## src/rtl/phoneme_player.sv

```systemverilog
// Plays one phoneme: looks up its start/length in the phoneme table, then emits one
// signed PCM sample from the sample ROM for each codec request until the length is used up.
module phoneme_player #(
    parameter int PHONEME_COUNT = 64
) (
    input  logic        clk,
    input  logic        reset,
    input  logic        start_phoneme_output,
    input  logic [7:0]  phoneme_sel,
    input  logic        audio_sample_req,
    output logic [7:0]  tbl_addr,
    input  logic [15:0] tbl_start,
    input  logic [15:0] tbl_len,
    output logic [15:0] rom_addr,
    input  logic [7:0]  rom_data,
    output logic [15:0] audio_out,
    output logic        audio_out_valid,
    output logic        phoneme_speech_busy,
    output logic        phoneme_speech_finish,
    output logic [2:0]  state_dbg
);

    typedef enum logic [2:0] {
        IDLE     = 3'd0,
        LOOKUP   = 3'd1,
        LOAD     = 3'd2,
        WAIT_REQ = 3'd3,
        FETCH    = 3'd4,
        EMIT     = 3'd5,
        DONE     = 3'd6
    } state_t;

    state_t      state;
    state_t      state_nx;
    logic [15:0] addr_cnt;
    logic [15:0] remain_cnt;
    logic [15:0] audio_hold;
    logic [15:0] sample;
    logic        code_ok;

    assign code_ok = ({24'd0, phoneme_sel} < PHONEME_COUNT);

    // Unsigned ROM byte becomes signed PCM by flipping the MSB and scaling to 16 bits.
    assign sample = {rom_data ^ 8'h80, 8'h00};

    always_comb begin
        state_nx = state;
        unique case (state)
            IDLE:     if (start_phoneme_output) state_nx = code_ok ? LOOKUP : DONE;
            LOOKUP:   state_nx = LOAD;
            LOAD:     state_nx = (tbl_len == 16'd0) ? DONE : WAIT_REQ;
            WAIT_REQ: if (audio_sample_req) state_nx = FETCH;
            FETCH:    state_nx = EMIT;
            EMIT:     state_nx = (remain_cnt == 16'd1) ? DONE : WAIT_REQ;
            DONE:     state_nx = IDLE;
            default:  state_nx = IDLE;
        endcase
    end

    // tbl_addr doubles as the latched phoneme code; it is loaded on entry to LOOKUP.
    always_ff @(posedge clk) begin
        if (reset) begin
            state      <= IDLE;
            tbl_addr   <= 8'd0;
            rom_addr   <= 16'd0;
            addr_cnt   <= 16'd0;
            remain_cnt <= 16'd0;
            audio_hold <= 16'd0;
        end else begin
            state <= state_nx;
            if (state == IDLE && start_phoneme_output && code_ok)
                tbl_addr <= phoneme_sel;
            if (state == LOAD) begin
                addr_cnt   <= tbl_start;
                remain_cnt <= tbl_len;
            end
            if (state == WAIT_REQ && audio_sample_req)
                rom_addr <= addr_cnt;
            if (state == EMIT) begin
                addr_cnt   <= addr_cnt + 16'd1;
                remain_cnt <= remain_cnt - 16'd1;
                audio_hold <= sample;
            end
        end
    end

    // ROM data arrives during EMIT, so the sample is passed straight through that cycle.
    assign audio_out             = (state == EMIT) ? sample : audio_hold;
    assign audio_out_valid       = (state == EMIT);
    assign phoneme_speech_finish = (state == DONE);
    assign phoneme_speech_busy   = (state == LOOKUP) || (state == LOAD) || (state == WAIT_REQ) ||
                                   (state == FETCH) || (state == EMIT);
    assign state_dbg             = state;

endmodule
```

## config.mk

```make
export PLATFORM = sky130hd
export DESIGN_NAME = phoneme_player
export DESIGN_NICKNAME = d
export VERILOG_FILES = /design/src/rtl/phoneme_player.sv
export SDC_FILE = /design/constraint.sdc
export NUM_CORES = 1
export LEC_CHECK = 0
export CAP_MARGIN = 20
export CORE_MARGIN = 2
export CORE_UTILIZATION = 48
export DETAILED_ROUTE_END_ITERATION = 16
export PLACE_DENSITY = 0.8
export SETUP_SLACK_MARGIN = 0.05
export SYNTH_ARGS = -nofsm -noshare
export SYNTH_HDL_FRONTEND = slang
export SYNTH_SLANG_ARGS = --single-unit
export TNS_END_PERCENT = 20
```

## constraint.sdc

```tcl
create_clock -name clk -period 2.07 [get_ports clk]
set_clock_uncertainty 0.15 [all_clocks]
set_input_delay 0.621 -clock clk [delete_from_list [all_inputs] [get_ports clk]]
set_output_delay 0.621 -clock clk [all_outputs]
set_load 0.005 [all_outputs]
```

# After elaboration in Yosys (flattened, before gate mapping)
# Cells that the tools add are included.
# classes
magnitude_cmp	1
shifts	0
mul	0
n_eq_ne	9
addsub	2
n_mux	11
div_mod_pow	0
reduce_logical	11
n_bitwise	1
# op_table
op	n
two-way mux 16 bit	5
one-hot mux 3 bit (6 select lines)	1
adder 16 x 1 -> 16 bit, second input constant	1
== test 16 x 1 -> 1 bit, second input constant	1
zero test 16 bit	1
subtractor 16 x 1 -> 16 bit, second input constant	1
two-way mux 3 bit	5
== test 3 bit, second input constant	3
less-than comparator 8 x 7 -> 1 bit, second input constant	1
== test 3 x 2 -> 1 bit, second input constant	2
logical OR 1 bit	4
inequality test 2 bit, second input constant	2
== test 3 x 1 -> 1 bit, second input constant	1
logical AND 1 bit	3
zero test 3 bit	1
AND reduction 2 bit	1
nonzero test 2 bit	1
inverter 1 bit	1
# totals
inputBits	52
n_memories	0
ff_bits	75
romBits	0
ramBits	0
latchBits	0
output_inout_bits	46

# Longest topological paths before layout
# logic_depth
depth_word	5
mapped_depth	6

# Worst setup path before layout
# OpenSTA, ideal clock, no wires.
# synth_timing
path_kind	reg-to-output
from	register state[2], in the netlist state_dbg[2]
to	output port audio_out[10]
path_buffers	2
setup_slack_ps	18
path_stages_with_launch	7
t_arrival_ps	1281
path_cell_list	dfxtp_1 > nand3b_2 > clkinv_2 > buf_2 > buf_2 > nand2_1 > nand2_1
# synth_via
elab_chain_len	2
# synth_rtl
item	line_no	text
from (decl)	33	state_t state;
from (signal assigned)	70	state <= state_nx;
== test 3 bit	n/a	
named net audio_out_valid	17	output logic audio_out_valid,
two-way mux 16 bit	n/a	
to (decl)	16	output logic [15:0] audio_out,
# The timed path passes the listed nets, and every way through them passes these cells.

# Final worst setup path
# layout_timing
from	register state[1], in the netlist state_dbg[1]
to	output port audio_out[14]
# layout_via
elab_chain_len	2
# layout_rtl
item	line_no	text
== test 3 bit	88	assign audio_out = (state == EMIT) ? sample : audio_hold;
two-way mux 16 bit	n/a	
# No other way between the ends.

==> results by group <==
Drt
  – Drt drc: 0
  – Final WL: 11.0 mm
  – Routed Antenna Nets: 0
  – Pre-Repair DR Iteration Count: 5
  – Initial DRC count: 304
  – Vias: 3783
  – Wire length per cell: 16.6 µm
  – Drt via density: 5.71

Floorplanning
  – Die Span Y: 89.0 µm
  – Die Span X: 89.0 µm
  – Initial Utilization: 50.2%
  – FP Rows: 30
  – # IOs: 98
  – Core area: 6910 µm²
  – Die area: 7920 µm²

Global route
  – Wire length of the first global-routing pass: 16.6 mm
  – GR Util met2: 47.2%
  – GRT Util Overall: 27.0%
  – Total grt overflow: 0
  – Vias in the first global route: 3539
  – Busiest layer in global routing: met2
  – Met3 usage: 5.17%
  – Initial antenna violation count: 0
  – Largest net degree at the start of global routing: 40
  – Met1 Use GR: 32.6%

Finish
  – Final layout net count: 616
  – Most frequent cells in the layout: dfxtp_1, clkdlybuf4s50_1, nand2_1
  – Layout fillers: 502
  – Area grow syn2layout: 52.9%
  – Share of cells above drive strength 1: 24.7%
  – Final Cell Area: 5300 µm²
  – Ant diodes: 0

Power
  – Leak: 2.16 nW
  – VDD IR max: 0.492 mV
  – Pwr dens: 850 nW/µm²
  – Total power: 4.51 mW

Critical path
  – Crit Path Class: register to primary output
  – Critical path, cell by cell: nand3b_4 -> buf_6 -> inv_6 -> nand2_4 -> nand2_2 -> buf_2
  – CP max-delay cell: dfxtp_2
  – CP max FO: 6
  – Crit. End Element: primary output
  – WP depth: 6
  – Crit path required time: 1.30 ns
  – R2r worst-path depth: 8
  – CP Launch Type: register
  – Critical path's largest stage delay: 0.33 ns
  – Critical path data arrival time: 1.43 ns
  – Buf+Inv Stages, Crit Path: 3
  – CP delay by family, top: simple AND/OR/NAND/NOR gates

Clock network
  – Reg clk slew, reported paths: 0.08 ns
  – Cts hold-fix bufs: 0
  – Worst-skew pair later-pin latency: 0.36 ns
  – CTS tree: built
  – Total CTS buffers: 9
  – Clock sinks: 75
  – CTS Buffer Depth: 2
  – H-tree lvl count: 3
  – CTS Root Cell: clkbuf_8

Placed design
  – DP HPWL: 6.89 mm
  – RePlAce Congestion: 0.878
  – Placed cell area: 4800 µm²
  – Port Buf Inserts: 97

Run
  – Max-cap check violation count: 0

Timing
  – Minimum clock period after layout: 2.20 ns
  – Final setup viols: 19
  – Final Max Slew Viols: 0
  – RSZ-0062 raised after global routing: true
  – Slew HR: 68.9%
  – Final Cycle Share: 106%
  – Final worst-path setup slack: -0.131 ns
  – Worst-Margin Slew: 0.463 ns
  – Hold slack: 0.304 ns
  – Post-route setup TNS: -1.41 ns
  – Hold Vio Cnt, Final: 0
  – Fmax: 454 MHz

Logic synthesis
  – Distinct cells, synth: 58
  – Post-Syn Area: 3470 µm²
  – Synth Register Bits: 75
  – Asr flop ratio synth: 0%
  – Post-synth EDFFs: 0
  – Top post-synthesis cells by area: dfxtp_1, nand2_1, a21oi_1
  – Top cell type's share of synthesized area: 43.3%
  – Synth area leader: dfxtp_1
  – Cells after synthesis: 422
  – Post-Syn Nets: 477
  – Yosys warns: 0
  – Dominant synthesized flop cell: dfxtp_1
  – Synthesized area per cell: 8.22 µm²
  – Post-synthesis sequential area ratio: 43.3%

Status
  – Failing checks: negative setup slack
  – Status: finished, violations left

Worst hold path
  – Hold crit path type: register to register
  – Hold Crit Depth: 2
[synthesized netlist by cell type (3+ instances only)]
cell type	n
nor3_1	3
a31oi_1	15
nor4_1	10
o211ai_1	7
or4_1	3
nor2_1	26
nand4_1	9
clkbuf_1	17
buf_2	8
a221oi_1	3
inv_1	7
nor2b_1	5
ha_1	3
a21oi_1	37
nand2_1	82
nand3_1	12
a311oi_1	3
dfxtp_1	75
and3_1	10
a211oi_1	3
mux2i_1	6
or3_1	12
o21ai_0	10
and2_1	11
mux2_2	4
[per-stage QoR]
step,cells,util (%),setup WS (ns)
after floorplan,422,-,0.0878
after global placement,632,69.6,-0.440
after detailed placement,632,69.6,-0.441
after CTS,662,75.8,-0.130
after global routing,662,76.8,-0.165
final,662,76.8,-0.131
[worst paths after layout]
check	from	endpoint	slack, ns
max	state_dbg[1]	audio_out[14]	-0.13
min	rom_addr[15]	rom_addr[15]	0.30
min reg2reg	rom_addr[15]	rom_addr[15]	0.30
max reg2reg	state_dbg[0]	addr_cnt[9]	0
[registers in the layout (all words and copies together), names as in the netlist]
register / count
remain_cnt: 16
audio_hold: 16
addr_cnt: 16
rom_addr: 16
tbl_addr: 8
state_dbg: 3
[power by group]
part	internal, mW	leakage (nW)	switching (mW)
clock	0.681	0.106	0.577
combinational	0.725	1.45	0.725
sequential	1.60	0.610	0.197
total	3.01	2.16	1.50
[timing repair]
action / in CTS / in global routing
cloned: 2 / 1
endpoints found under the setup margin: 25 / 40
pin swaps: 9 / 5
resized for setup: 120 / 26
setup buffers: 12 / 1
[area by class of cell]
| type | count | area, µm² | area share [%] |
|---|---|---|---|
| Clock buffer | 10 | 128 | 2.41 |
| Clock inverter | 6 | 90.1 | 1.70 |
| Inverter | 8 | 42.5 | 0.802 |
| Multi-Input combinational cell | 313 | 1960 | 36.9 |
| Sequential cell | 75 | 1510 | 28.4 |
| Tap cell | 96 | 120 | 2.26 |
| Timing Repair Buffer | 153 | 1450 | 27.4 |
| Timing Repair inverter | 1 | 8.76 | 0.165 |
[worst reg2reg max path: stages (launching register included)]
cell and delay (ns):
dfxtp_2 0.35, buf_6 0.13, buf_4 0.13, buf_4 0.15, nor3b_4 0.26, buf_12 0.24
mux2_2 0.35, o21ai_0 0.14, a21oi_1 0.07
[routing by layer]
| layer | routed length, µm | vias up |
|---|---|---|
| met5 | 0 | - |
| met4 | 216 | 0 |
| met3 | 783 | 21 |
| met2 | 5550 | 181 |
| met1 | 4430 | 1779 |
| li1 | - | 1802 |
[kinds of logic (layout without fill, tap and decap cells)]
logic type	after synthesis	count (layout)	synth area share [%]
AOI/OAI and AO/OA	99	99	18.7
xor gates and xnor gates	3	3	0.758
adders and majority gates	3	3	1.08
buffers and inverters	34	178	4.11
DFF	75	75	43.3
muxes	10	10	3.03
and+or+nand+nor	198	198	29.1
Note: power is estimated with default switching activity, not from simulation.
